`config.mk`:
```
export PLATFORM = sky130hd
export DESIGN_NAME = vibrato_param_out
export DESIGN_NICKNAME = d
export VERILOG_FILES = /design/src/rtl/vibrato_param_out.sv
export SDC_FILE = /design/constraint.sdc
export NUM_CORES = 1
export LEC_CHECK = 0
export CAP_MARGIN = 20
export CORE_ASPECT_RATIO = 0.9
export CORE_MARGIN = 2
export CORE_UTILIZATION = 46
export DETAILED_ROUTE_END_ITERATION = 10
export PLACE_DENSITY_LB_ADDON = 0.08
export SYNTH_ARGS = -nofsm -noshare
export SYNTH_HDL_FRONTEND = slang
export SYNTH_SLANG_ARGS = --single-unit
```
`constraint.sdc`:
```
create_clock -name clk -period 5.3 [get_ports clk]
set_input_delay 1.06 -clock clk [delete_from_list [all_inputs] [get_ports clk]]
set_output_delay 1.06 -clock clk [all_outputs]
set_load 0.05 [all_outputs]
```
`src/rtl/vibrato_param_out.sv`:
```
// Vibrato parameter output port: an Avalon-MM slave holding a CPU-written target
// and an active value driven onto out_port. The active value only moves on
// sample_tick (jump or one-LSB ramp) or on an explicit force-commit.
module vibrato_param_out #(
  parameter int unsigned WIDTH = 8
) (
  input  logic             clk,
  input  logic             reset_n,
  input  logic [1:0]       address,
  input  logic             chipselect,
  input  logic             write_n,
  input  logic [31:0]      writedata,
  output logic [31:0]      readdata,
  input  logic             sample_tick,
  output logic [WIDTH-1:0] out_port,
  output logic             update_pending
);

  localparam int unsigned PadW = 32 - WIDTH;

  localparam logic [1:0] AddrTarget = 2'd0;
  localparam logic [1:0] AddrActive = 2'd1;
  localparam logic [1:0] AddrCtrl   = 2'd2;
  localparam logic [1:0] AddrStatus = 2'd3;

  logic [WIDTH-1:0] r_target;
  logic [WIDTH-1:0] r_active;
  logic             r_ramp_en;
  logic             r_hold;
  logic [31:0]      r_readdata;

  logic             w_wr;
  logic             w_force;
  logic [WIDTH-1:0] w_active_d;
  logic [31:0]      w_rdata;
  logic             w_unused_wdata;

  assign w_wr    = chipselect & ~write_n;
  assign w_force = w_wr & (address == AddrStatus);

  // Upper write-data bits beyond the register widths carry no meaning.
  assign w_unused_wdata = ^writedata[31:WIDTH];

  // Next active value: force-commit overrides any tick; hold freezes ticks.
  always_comb begin
    w_active_d = r_active;
    if (w_force) begin
      w_active_d = r_target;
    end else if (sample_tick && !r_hold) begin
      if (!r_ramp_en) begin
        w_active_d = r_target;
      end else if (r_active < r_target) begin
        w_active_d = r_active + 1'b1;
      end else if (r_active > r_target) begin
        w_active_d = r_active - 1'b1;
      end
    end
  end

  // Read mux sees pre-edge register values, giving one clock of read latency.
  always_comb begin
    w_rdata = 32'd0;
    unique case (address)
      AddrTarget: w_rdata = {{PadW{1'b0}}, r_target};
      AddrActive: w_rdata = {{PadW{1'b0}}, r_active};
      AddrCtrl:   w_rdata = {30'd0, r_hold, r_ramp_en};
      AddrStatus: w_rdata = {31'd0, update_pending};
      default:    w_rdata = 32'd0;
    endcase
  end

  // CPU-writable registers: target and ctrl.
  always_ff @(posedge clk or negedge reset_n) begin
    if (!reset_n) begin
      r_target  <= '0;
      r_ramp_en <= 1'b0;
      r_hold    <= 1'b0;
    end else if (w_wr) begin
      if (address == AddrTarget) begin
        r_target <= writedata[WIDTH-1:0];
      end
      if (address == AddrCtrl) begin
        r_ramp_en <= writedata[0];
        r_hold    <= writedata[1];
      end
    end
  end

  // Active value register, which is out_port itself.
  always_ff @(posedge clk or negedge reset_n) begin
    if (!reset_n) begin
      r_active <= '0;
    end else begin
      r_active <= w_active_d;
    end
  end

  // Registered read data, updated every edge regardless of chipselect.
  always_ff @(posedge clk or negedge reset_n) begin
    if (!reset_n) begin
      r_readdata <= 32'd0;
    end else begin
      r_readdata <= w_rdata;
    end
  end

  assign out_port       = r_active;
  assign update_pending = (r_active != r_target);
  assign readdata       = r_readdata;

endmodule

```
==> flow_summary.rst <==
.. list-table::
   :header-rows: 1

   * - Metric
     - Value
   * - Buffers on Ports
     - 31
   * - Switching Power
     - 0.000755 W
   * - TritonCTS clock tree
     - done
   * - Total of warnings raised by yosys
     - 0
   * - Die footprint
     - ~4500 um^2
   * - Starting density of the core
     - around half
   * - Clock slew seen by the registers of the worst setup and hold paths
     - 0.09 ns
   * - Post-layout min period
     - 3.39 ns
   * - Commonest cells after routing, fill and taps aside
     - sky130_fd_sc_hd__clkdlybuf4s50_1, sky130_fd_sc_hd__dfrtp_1, sky130_fd_sc_hd__conb_1, sky130_fd_sc_hd__nor2_1, sky130_fd_sc_hd__ha_1
   * - Combinational share of power
     - between 60% and 70%
   * - Main flop type after synthesis
     - sky130_fd_sc_hd__dfrtp_1
   * - Data required time of the worst path
     - 5.46 ns
   * - Pins Over Slew Limit
     - 0
   * - Largest stage delay, worst path
     - ~0.49 ns
   * - Static leakage power
     - 0.970 nW
   * - Mean instance size in the synthesized netlist
     - roughly 9.5 um^2
   * - Fraction of power spent switching nets
     - 49.9%
   * - Detailed-placement wirelength estimate
     - 3020 um
   * - Internal
     - 0.000759 W
   * - Startpoint type of the worst setup path
     - flip-flop
   * - X dimension of the die
     - 70.6 um
   * - Share of power burned in registers
     - 22.4%
   * - Post-CTS Hold Fix Bufs
     - 0
   * - Biggest area contributors in the synthesized netlist
     - sky130_fd_sc_hd__dfrtp_1, sky130_fd_sc_hd__ha_1, sky130_fd_sc_hd__buf_4, sky130_fd_sc_hd__mux2i_1, sky130_fd_sc_hd__nor2_1
   * - Maximum achievable frequency
     - 0.295 GHz
   * - Largest area contributor in the synthesized netlist
     - sky130_fd_sc_hd__dfrtp_1
   * - Arrival time of data at the critical path endpoint
     - 3.56 ns
   * - Critical path's slowest cell
     - sky130_fd_sc_hd__dfrtp_1
   * - Kind of critical path
     - flip-flop to flip-flop
   * - Worst-Skew Late Latency
     - 0.28 ns
   * - Number of enable flip-flop cells after synthesis
     - 0
   * - Routed Antenna Nets
     - 0
   * - Worst hold margin
     - between 0.5 and 0.6 ns
   * - Critical-path maximum fanout
     - 8
   * - Maximum number of pins on one net before global-route repair
     - 27
   * - Unrepaired setup endpoints after global routing
     - no
   * - Kind of path behind the tightest hold check
     - flip-flop to flip-flop
   * - Setup TNS Final
     - 0 ns
   * - Number of DRC violations after detailed routing
     - 0
   * - Detailed Route WL
     - 4040 um
   * - Cell area after placement
     - 2090 um^2
   * - Wire length of the first global-routing pass
     - 6840 um
   * - Layout cells sized above 1
     - 8.48%
   * - Initial DRT Pass Iterations
     - 4
   * - Iteration-0 DRC count of the detailed router
     - between 50 and 60
   * - Number of levels in the clock H-tree
     - 1
   * - Gp weighted congestion
     - 0.775
   * - # IOs
     - 80
   * - Count of maximum capacitance violations
     - 0
   * - Fin nets
     - 280
   * - Total clock buffers created by CTS
     - 3
   * - Worst VDD drop
     - 0.375 mV
   * - Mapped Cells
     - 193
   * - Proportion of synthesized chip area in sequential cells
     - 35.5%
   * - Setup-violating endpoint count in the final report
     - 0
   * - CP Cell Sequence
     - ha_1, nor2b_1, o211ai_1, a21oi_1, or2_2, ha_1, a21oi_1, o211ai_1, o41ai_1, o21a_1, nor3_1, nand4b_1
   * - Synthesized flop and latch total
     - 26
   * - DIE HEIGHT
     - 63.9 um
   * - Async set-or-reset flop fraction in the synthesized netlist
     - 100%
   * - Vias
     - 1,419
   * - Vias in the first global route
     - between 1k and 1.5k
   * - Total clock sinks
     - 26
   * - Clock group share of total power
     - 11.0%
   * - Core Box Area
     - around 3800 um^2
   * - Syn Std Cell Area
     - 1830 um^2
   * - Worst max-slew margin expressed relative to the limit
     - 57.2%
   * - Number of antenna diodes
     - 0
   * - Critical path capture point type
     - flip-flop
   * - Count of unique library cells instantiated by Yosys
     - 43
   * - Number of instances resized during post-cts repair
     - 0
   * - Portion of the clock cycle consumed by the worst path in the final layout
     - 64.0%
   * - Aggregate global routing overflow
     - 0
   * - Pwr Density
     - 699 nW/um^2
   * - Top cell type's share of synthesized area
     - approximately 35%
   * - Buffer type at the clock tree root
     - sky130_fd_sc_hd__clkbuf_8
   * - Area Growth Syn to Fin
     - 18.1%
   * - Tightest Pin Transition
     - 0.640 ns
   * - Detailed-route wire length per cell
     - 15.0 um
   * - Final standard cell area without fillers
     - 2170 um^2
   * - Buffers from clock root to sink, at most
     - 2
   * - Final setup skew
     - 0.00516 ns
   * - Status
     - completed
   * - GRT Resource Usage Total
     - about a fifth
   * - Hold Fails Final Rpt
     - 0
   * - Antenna violations before repair
     - 0
   * - Buffer count from post-CTS setup fixing
     - 0
   * - Detailed-route vias per instance
     - 5.26
   * - Commonest non-fill, non-tap cell in the layout
     - sky130_fd_sc_hd__clkdlybuf4s50_1
   * - Site row count
     - 21
==> stage by stage <==
stage	utilization [%]	total power, W	setup WS [ns]	cells
detailed placement	55.4	0.00135	1.81	266
finish	57.2	0.00151	1.91	270
global placement	55.4	0.00130	1.87	266
CTS	57.2	0.00152	1.90	270
floorplan	-	0.00112	2.04	216
global route	57.2	0.00164	1.48	270
==> power by group through the flow <==
stage | sequential, W | combinational, W | clock [W]
6_report | 0.000340 | 0.00101 | 0.000166
3_3_place_gp | 0.000340 | 0.000961 | 0
2_1_floorplan | 0.000475 | 0.000641 | 0
4_1_cts | 0.000341 | 0.00101 | 0.000170
3_5_place_dp | 0.000344 | 0.00100 | 0
5_1_grt | 0.000350 | 0.00111 | 0.000180
==> state kept, by name (all words and copies together), names as in the netlist <==
register,count
out_port,8
r_hold,1
r_target,8
r_ramp_en,1
readdata,8
==> layout make-up <==
type,instances,area [um^2]
Multi-Input combinational cell,149,1020
Clock buffer,3,41.3
Timing Repair Buffer,33,325
Tap cell,46,57.6
Fill cell,331,1620
Inverter,12,45.0
Sequential cell,26,651
Clock inverter,1,30.0
==> layer usage <==
metal / wire (um) / track usage, % / vias to the layer above
li1: - / - / 689
met1: 1880 / 25.7 / 683
met2: 1930 / 30.9 / 42
met3: 164 / 2.68 / 5
met4: 71 / 8.96 / 0
met5: 0 / 0 / -
==> worst max-delay path, delay by kind of cell (launching register included) <==
kind,cells,cell delay [ns]
AOI/OAI and AO/OA,6,1.33
adders and majority gates,2,0.65
DFF,1,0.49
and+or+nand+nor,4,0.80
==> Yosys cell counts (2+ instances only) <==
cell,number
sky130_fd_sc_hd__o21ai_0,9
sky130_fd_sc_hd__mux2_2,3
sky130_fd_sc_hd__nor3_1,5
sky130_fd_sc_hd__ha_1,15
sky130_fd_sc_hd__nor2_1,15
sky130_fd_sc_hd__nand2_1,13
sky130_fd_sc_hd__a21oi_1,10
sky130_fd_sc_hd__nand3_1,5
sky130_fd_sc_hd__o21a_1,3
sky130_fd_sc_hd__buf_2,2
sky130_fd_sc_hd__o211ai_1,7
sky130_fd_sc_hd__xor2_1,3
sky130_fd_sc_hd__nand4b_1,2
sky130_fd_sc_hd__inv_1,12
sky130_fd_sc_hd__dfrtp_1,26
sky130_fd_sc_hd__or2_2,2
sky130_fd_sc_hd__nor3b_1,2
sky130_fd_sc_hd__buf_4,24
sky130_fd_sc_hd__mux2i_1,9
sky130_fd_sc_hd__nand4_1,3
==> cells by family (layout without fill, tap and decap cells) <==
kind of cell	count (synthesis)	after routing	share of synthesized area (%)
buf+inv	41	49	13.8
fa+ha+maj	16	16	11.3
mux	13	13	7.98
compound gates	38	38	13.8
xor+xnor	4	4	1.91
simple gates	54	54	15.5
other cells	1	24	0.204
flops	26	26	35.5
==> final timing paths <==
check / end / cells after the start / slack [ns] / startpoint
min reg2reg: readdata[2] / 2 / 0.55 / r_target[2]
max reg2reg: out_port[7] / 12 / 1.91 / out_port[1]
min in group asynchronous: r_target[0] / 2 / 1.15 / reset_n
max in group asynchronous: r_target[2] / 2 / 3.89 / reset_n
max: out_port[7] / 12 / 1.91 / out_port[1]
min: readdata[2] / 2 / 0.55 / r_target[2]
Power figures use the tool's default switching activity.
